### config.mk
export PLATFORM = sky130hd
export DESIGN_NAME = shift_reg_tx_ctrl_flat
export DESIGN_NICKNAME = d
export VERILOG_FILES = /design/src/rtl/shift_reg_tx_ctrl_if.sv /design/src/rtl/shift_reg_tx_ctrl.sv /design/src/flat_wrapper.sv
export SDC_FILE = /design/constraint.sdc
export NUM_CORES = 1
export LEC_CHECK = 0
export BUFFER_PORTS_ARGS = -buffer_cell sky130_fd_sc_hd__buf_4
export CAP_MARGIN = 5
export CORE_ASPECT_RATIO = 1.2
export CORE_MARGIN = 10
export CORE_UTILIZATION = 35
export DETAILED_ROUTE_END_ITERATION = 6
export SETUP_SLACK_MARGIN = 0.02
export SYNTH_ARGS = -nofsm -noshare
export SYNTH_HDL_FRONTEND = slang
export SYNTH_SLANG_ARGS = --single-unit
### constraint.sdc
create_clock -name clk -period 6 [get_ports clk]
set_clock_uncertainty 0.2 [all_clocks]
set_input_delay 0.3 -clock clk [delete_from_list [all_inputs] [get_ports clk]]
set_output_delay 0.3 -clock clk [all_outputs]
set_load 0.005 [all_outputs]
### src/rtl/shift_reg_tx_ctrl_if.sv
// Client-side word handshake for the shift-register TX sequencer.
// The client drives valid/data/div; the controller returns ready.
interface shift_reg_tx_ctrl_if #(
  parameter int N     = 8,
  parameter int DIV_W = 8
);
  logic             in_valid;
  logic             in_ready;
  logic [N-1:0]     in_data;
  logic [DIV_W-1:0] div;

  modport master (output in_valid, in_data, div, input in_ready);
  modport slave  (input in_valid, in_data, div, output in_ready);
endinterface

### src/rtl/shift_reg_tx_ctrl.sv
// Sequences an external N-bit parallel-load / shift-left register.
// Each accepted word is presented MSB-first, one bit per (div+1) cycles.
module shift_reg_tx_ctrl #(
  parameter int   N          = 8,
  parameter int   DIV_W      = 8,
  parameter int   GAP_CYCLES = 2,
  parameter logic FILL       = 1'b0
) (
  input  logic                 clk,
  input  logic                 rst_n,
  shift_reg_tx_ctrl_if.slave   client,
  input  logic                 abort,
  output logic                 sr_load_en,
  output logic                 sr_shift_en,
  output logic [N-1:0]         sr_p_in,
  output logic                 sr_s_in,
  output logic                 ser_valid,
  output logic [$clog2(N)-1:0] bit_idx,
  output logic                 busy,
  output logic                 frame_done,
  output logic                 frame_aborted
);

  localparam int IW = $clog2(N);
  localparam int GW = (GAP_CYCLES > 1) ? $clog2(GAP_CYCLES) : 1;
  localparam logic [IW-1:0] LAST_IDX = IW'(N - 1);

  typedef enum logic [1:0] {IDLE, SHIFT, GAP} state_t;

  state_t           state_reg, state_next;
  logic [DIV_W-1:0] div_lat_reg, div_lat_next;
  logic [DIV_W-1:0] div_cnt_reg, div_cnt_next;
  logic [IW-1:0]    bit_idx_reg, bit_idx_next;
  logic [GW-1:0]    gap_cnt_reg, gap_cnt_next;

  logic in_ready;
  logic accept;
  logic last_bit;
  logic bit_end;

  // Ready is held low during reset so no word can be taken while the FSM is cleared.
  assign in_ready = rst_n && (state_reg == IDLE) && !abort;
  assign accept   = client.in_valid && in_ready;
  assign last_bit = (bit_idx_reg == LAST_IDX);
  assign bit_end  = (state_reg == SHIFT) && !abort && (div_cnt_reg == '0);

  assign client.in_ready = in_ready;

  for (genvar gi = 0; gi < N; gi++) begin : g_p_in
    assign sr_p_in[gi] = client.in_data[gi];
  end

  always_ff @(posedge clk or negedge rst_n) begin
    if (!rst_n) begin
      state_reg   <= IDLE;
      div_lat_reg <= '0;
      div_cnt_reg <= '0;
      bit_idx_reg <= '0;
      gap_cnt_reg <= '0;
    end else begin
      state_reg   <= state_next;
      div_lat_reg <= div_lat_next;
      div_cnt_reg <= div_cnt_next;
      bit_idx_reg <= bit_idx_next;
      gap_cnt_reg <= gap_cnt_next;
    end
  end

  always_comb begin
    state_next   = state_reg;
    div_lat_next = div_lat_reg;
    div_cnt_next = div_cnt_reg;
    bit_idx_next = bit_idx_reg;
    gap_cnt_next = gap_cnt_reg;
    case (state_reg)
      IDLE: begin
        if (accept) begin
          state_next   = SHIFT;
          div_lat_next = client.div;
          div_cnt_next = client.div;
          bit_idx_next = '0;
        end
      end
      SHIFT: begin
        if (abort) begin
          state_next   = IDLE;
          div_cnt_next = '0;
          bit_idx_next = '0;
        end else if (div_cnt_reg != '0) begin
          div_cnt_next = div_cnt_reg - DIV_W'(1);
        end else if (!last_bit) begin
          // Reload from the latched period so mid-frame div changes are ignored.
          bit_idx_next = bit_idx_reg + IW'(1);
          div_cnt_next = div_lat_reg;
        end else begin
          bit_idx_next = '0;
          if (GAP_CYCLES > 0) begin
            state_next   = GAP;
            gap_cnt_next = GW'(GAP_CYCLES - 1);
          end else begin
            state_next = IDLE;
          end
        end
      end
      GAP: begin
        if (abort || gap_cnt_reg == '0) begin
          state_next = IDLE;
        end else begin
          gap_cnt_next = gap_cnt_reg - GW'(1);
        end
      end
      default: state_next = IDLE;
    endcase
  end

  always_comb begin
    sr_load_en    = accept;
    sr_shift_en   = bit_end && !last_bit;
    sr_s_in       = FILL;
    ser_valid     = (state_reg == SHIFT);
    bit_idx       = bit_idx_reg;
    busy          = (state_reg != IDLE);
    frame_done    = bit_end && last_bit;
    frame_aborted = (state_reg == SHIFT) && abort;
  end

endmodule
### src/flat_wrapper.sv
// flat-port wrapper written by rule: the top's interface ports become plain ports
module shift_reg_tx_ctrl_flat 
#(
  parameter int   N          = 8,
  parameter int   DIV_W      = 8,
  parameter int   GAP_CYCLES = 2,
  parameter logic FILL       = 1'b0
)
  (clk, rst_n, abort, sr_load_en, sr_shift_en, sr_p_in, sr_s_in, ser_valid, bit_idx, busy, frame_done, frame_aborted, client_in_valid, client_in_data, client_div, client_in_ready);
  shift_reg_tx_ctrl_if #(.N(N), .DIV_W(DIV_W)) client_i ();
  input  logic clk;
  input  logic rst_n;
  input  logic abort;
  output logic sr_load_en;
  output logic sr_shift_en;
  output logic [N-1:0] sr_p_in;
  output logic sr_s_in;
  output logic ser_valid;
  output logic [$clog2(N)-1:0] bit_idx;
  output logic busy;
  output logic frame_done;
  output logic frame_aborted;
  input wire logic [$bits(client_i.in_valid)-1:0] client_in_valid;
  input wire logic [$bits(client_i.in_data)-1:0] client_in_data;
  input wire logic [$bits(client_i.div)-1:0] client_div;
  output wire logic [$bits(client_i.in_ready)-1:0] client_in_ready;
  assign client_i.in_valid = client_in_valid;
  assign client_i.in_data = client_in_data;
  assign client_i.div = client_div;
  assign client_in_ready = client_i.in_ready;
  shift_reg_tx_ctrl #(.N(N), .DIV_W(DIV_W), .GAP_CYCLES(GAP_CYCLES), .FILL(FILL)) u_core (.clk(clk), .rst_n(rst_n), .client(client_i), .abort(abort), .sr_load_en(sr_load_en), .sr_shift_en(sr_shift_en), .sr_p_in(sr_p_in), .sr_s_in(sr_s_in), .ser_valid(ser_valid), .bit_idx(bit_idx), .busy(busy), .frame_done(frame_done), .frame_aborted(frame_aborted));
endmodule
==> results <==
- The initial antenna violation count is 0.
- The number of nets in the synthesized netlist is 179.
- The setup slack of the worst register-to-register path is 3.67 ns.
- For this run, the total global-route usage over all layers was measured as 0.106.
- The floorplan step set the die width to 79.7 um.
- The count of state elements after synthesis is 22.
- The average wire length per cell after detail routing is 17.5 um.
- The run finished with clean final reports.
- The count of final hold-check violations is 0.
- In this run the power density over the cells is 270 nW/um2.
- The average via count per standard cell is 5.77.
- For this run, the detailed router's first-pass iteration total came to 4.
- For this run, the share of the core covered by cells in the final layout is 0.395.
- The number of setup violations in the final report is 0.
- In the final design database the tool counted 190 nets.
- Of the cells placed in the final design, the portion with a size suffix greater than 1 is 0.293.
- Static timing analysis puts the maximum clock frequency at 378 MHz.
- Once the clock tree was built, the setup fixing pass inserted 0 buffers.
- Once detailed placement completed, the half-perimeter wirelength came to 2.92 mm.
- The share of the Yosys chip area taken by registers is 0.367.
- No sink is reached through more buffers than the 2 on the longest clock path.
- The endpoint required time on the critical path is 5.50 ns.
- The worst-case IR drop observed on VDD is 0.0000732 V.
- Along the worst path, the maximum fanout reaches 5.
- The count of different cell masters after synthesis is 49.
- The element type at the critical path start is a flip-flop.
- Data on the critical path arrives at its endpoint at 2.14 ns.
- The instance area at placement is 1610 um2.
- The post-route minimum period is 2.64 ns.
- CTS built an H-tree with a depth of 1.
- Yosys mapped a number of flops with a built-in enable equal to 0.
- The worst setup path is captured at a primary output.
- The floorplan step defined a die boundary enclosing 7310 um2.
- The worst setup path category is flip-flop to primary output.
- The final routed wirelength across all metal layers is 3.85 mm.
- The area added between synthesis and finish is 10.7%.
- The worst hold-check path type is input port to flip-flop.
- The vertical die dimension is 91.7 um.
- The remaining design rule violation count is 0.
- The startpoint of the most critical setup path is u_core.div_cnt_reg[0].
- The final-report max-slew violation count is 0.
- The cell area after synthesis is 1500 um2.
- The number of vias in the routed layout is 1269.
- The leftover overflow at the end of global routing is 0.
- Setup repair after global routing left no endpoint under its margin.
- Counting the buffers created by CTS gives 3.
- The number of cells on the worst reg-to-reg path is 6.
- The number of global-route vias before repair was 1285.
- The most critical setup path has its endpoint at frame_done.
- The worst-case headroom to the max-slew limit is 0.575.
- The count of port buffers added during placement is 21.
- The clock transition time at the flip-flop clock pins of the worst setup and hold paths is 0.07 ns.
- For the pin with the worst max-slew slack, the measured transition is 0.634 ns.
- The number of rows created at floorplan is 26.
- The largest net degree at the start of global routing is 25.
- The gate count after technology mapping is 155.
- The worst register-to-register path begins at u_core.div_cnt_reg[0].
- The leakage power of the design is 0.000723 uW.
- In this run the critical register-to-register path is captured at u_core.div_cnt_reg[5].
- The number of diodes added for antenna fixing is 0.
- The initial cell density of the core is 0.357.
- The library cell used most frequently in the layout, excluding fill and tap cells, is sky130_fd_sc_hd__dfrtp_1.
- TritonCTS built the clock tree.
- The fraction of synthesis flops using an asynchronous set or reset pin is 1.00.
- The flip-flop cell with the highest count after synthesis is sky130_fd_sc_hd__dfrtp_1.
- The final weighted congestion in routability-driven placement is 0.824.
- The final clock period utilization by the worst path is 0.440.
- Leaving out fill and tap cells, the most frequent cells in the layout are sky130_fd_sc_hd__dfrtp_1 (22), sky130_fd_sc_hd__buf_4 (21), sky130_fd_sc_hd__nand2_1 (12).
- Yosys printed 0 warnings.
- The count of clock tree sinks is 22.
- The area of the core is 4200 um2.
- After routing, the total negative slack on setup checks comes to 0 ns.
- At the later pin of the worst-skew pair, clock insertion delay measures 0.26 ns.
- The first global-routing pass estimated 6.40 mm of wire.
- The clock tree root driver cell is sky130_fd_sc_hd__clkbuf_8.
- The final cell area excluding filler cells is 1660 um2.
- 39 I/O pins were placed.
- Max-cap violations in this run came to 0.
- After synthesis, the mean cell area works out to 9.67 um2.
- The first-iteration detailed-routing DRC count is 97.
- Once detail routing completed, the nets flagged for antenna violations numbered 0.
-- report_power, final --
part           leakage (uW)  switching [uW]  internal (uW)
combinational      0.000429            72.3           69.4
sequential         0.000272            38.0            178
clock             0.0000216            45.9           44.8
total              0.000723             156            292
-- kinds of logic (layout without fill, tap and decap cells) --
family | Yosys count | count (layout) | share of synthesized area
buffers and inverters | 25 | 34 | 0.102
other | 1 | 1 | 0.00250
AO/OA/AOI/OAI | 44 | 44 | 0.212
adder cells (fa/ha/maj) | 4 | 4 | 0.0334
XOR/XNOR | 1 | 1 | 0.00584
AND/OR/NAND/NOR | 48 | 48 | 0.203
flip-flops | 22 | 22 | 0.367
multiplexers | 10 | 10 | 0.0743
-- cell type report --
cell class              instances  area, um2
clock buffers                   3       41.3
inverters                       9       33.8
flip-flops and latches         22        551
multi-input cells             108        796
repair buffers                 22        168
well taps                      56       70.1
fillers                       422       2540
-- worst min path at each step --
stage	endpoint	from	cells past startpoint
floorplan	u_core.bit_idx[0]	rst_n	0
global placement	u_core.gap_cnt_reg	rst_n	1
detailed placement	u_core.gap_cnt_reg	rst_n	1
CTS	u_core.state_reg[1]	abort	2
global route	u_core.div_lat_reg[3]	client_div[3]	2
finish	u_core.state_reg[1]	abort	2
-- cell usage after synthesis (all sizes together) (2+ instances only) --
master	n	area, um2
mux2	9	101
buf	14	111
and2	2	15.0
and3	2	13.8
nor3b	4	40.0
o21ai	6	30.0
nand3	6	30.0
nor2	6	22.5
clkbuf	2	7.51
o311ai	2	17.5
or3b	2	17.5
nor3	3	15.0
a21oi	7	38.8
or2	2	12.5
a31oi	7	43.8
inv	9	33.8
ha	4	50.1
dfrtp	22	551
nand2b	2	12.5
a22o	3	26.3
o211ai	4	30.0
nand4	4	40.0
a211oi	3	27.5
nand2	12	45.0
a32o	2	20.0
-- layer usage --
layer  track usage  wire length, um  vias to the layer above
met5             0                0                        -
met4        0.0265               57                        0
met3        0.0303              205                        7
met2         0.190             2000                       44
met1         0.119             1580                      629
li1              -                -                      589
-- metrics by stage --
stage	setup slack [ns]	cells	power, uW	hold slack, ns
3_5_place_dp	3.66	216	360	0.0158
6_report	3.36	220	448	0.0751
5_1_grt	3.15	220	478	0.0735
4_1_cts	3.37	220	452	0.0703
3_3_place_gp	3.73	216	355	0.0125
2_1_floorplan	3.85	155	317	-0.196
-- critical path: stages, from the launching register on --
cell and delay, ns:
sky130_fd_sc_hd__dfrtp_1 0.43, sky130_fd_sc_hd__inv_1 0.12, sky130_fd_sc_hd__ha_1 0.23, sky130_fd_sc_hd__or3b_2 0.54, sky130_fd_sc_hd__nor2_1 0.25, sky130_fd_sc_hd__and3_1 0.21, sky130_fd_sc_hd__buf_4 0.11
-- what timing repair did --
action | in CTS | in global routing
endpoints found under the hold margin | 22 | 0
hold buffers | 1 | 0
resized for setup | 0 | 0
Power figures use the tool's default switching activity.
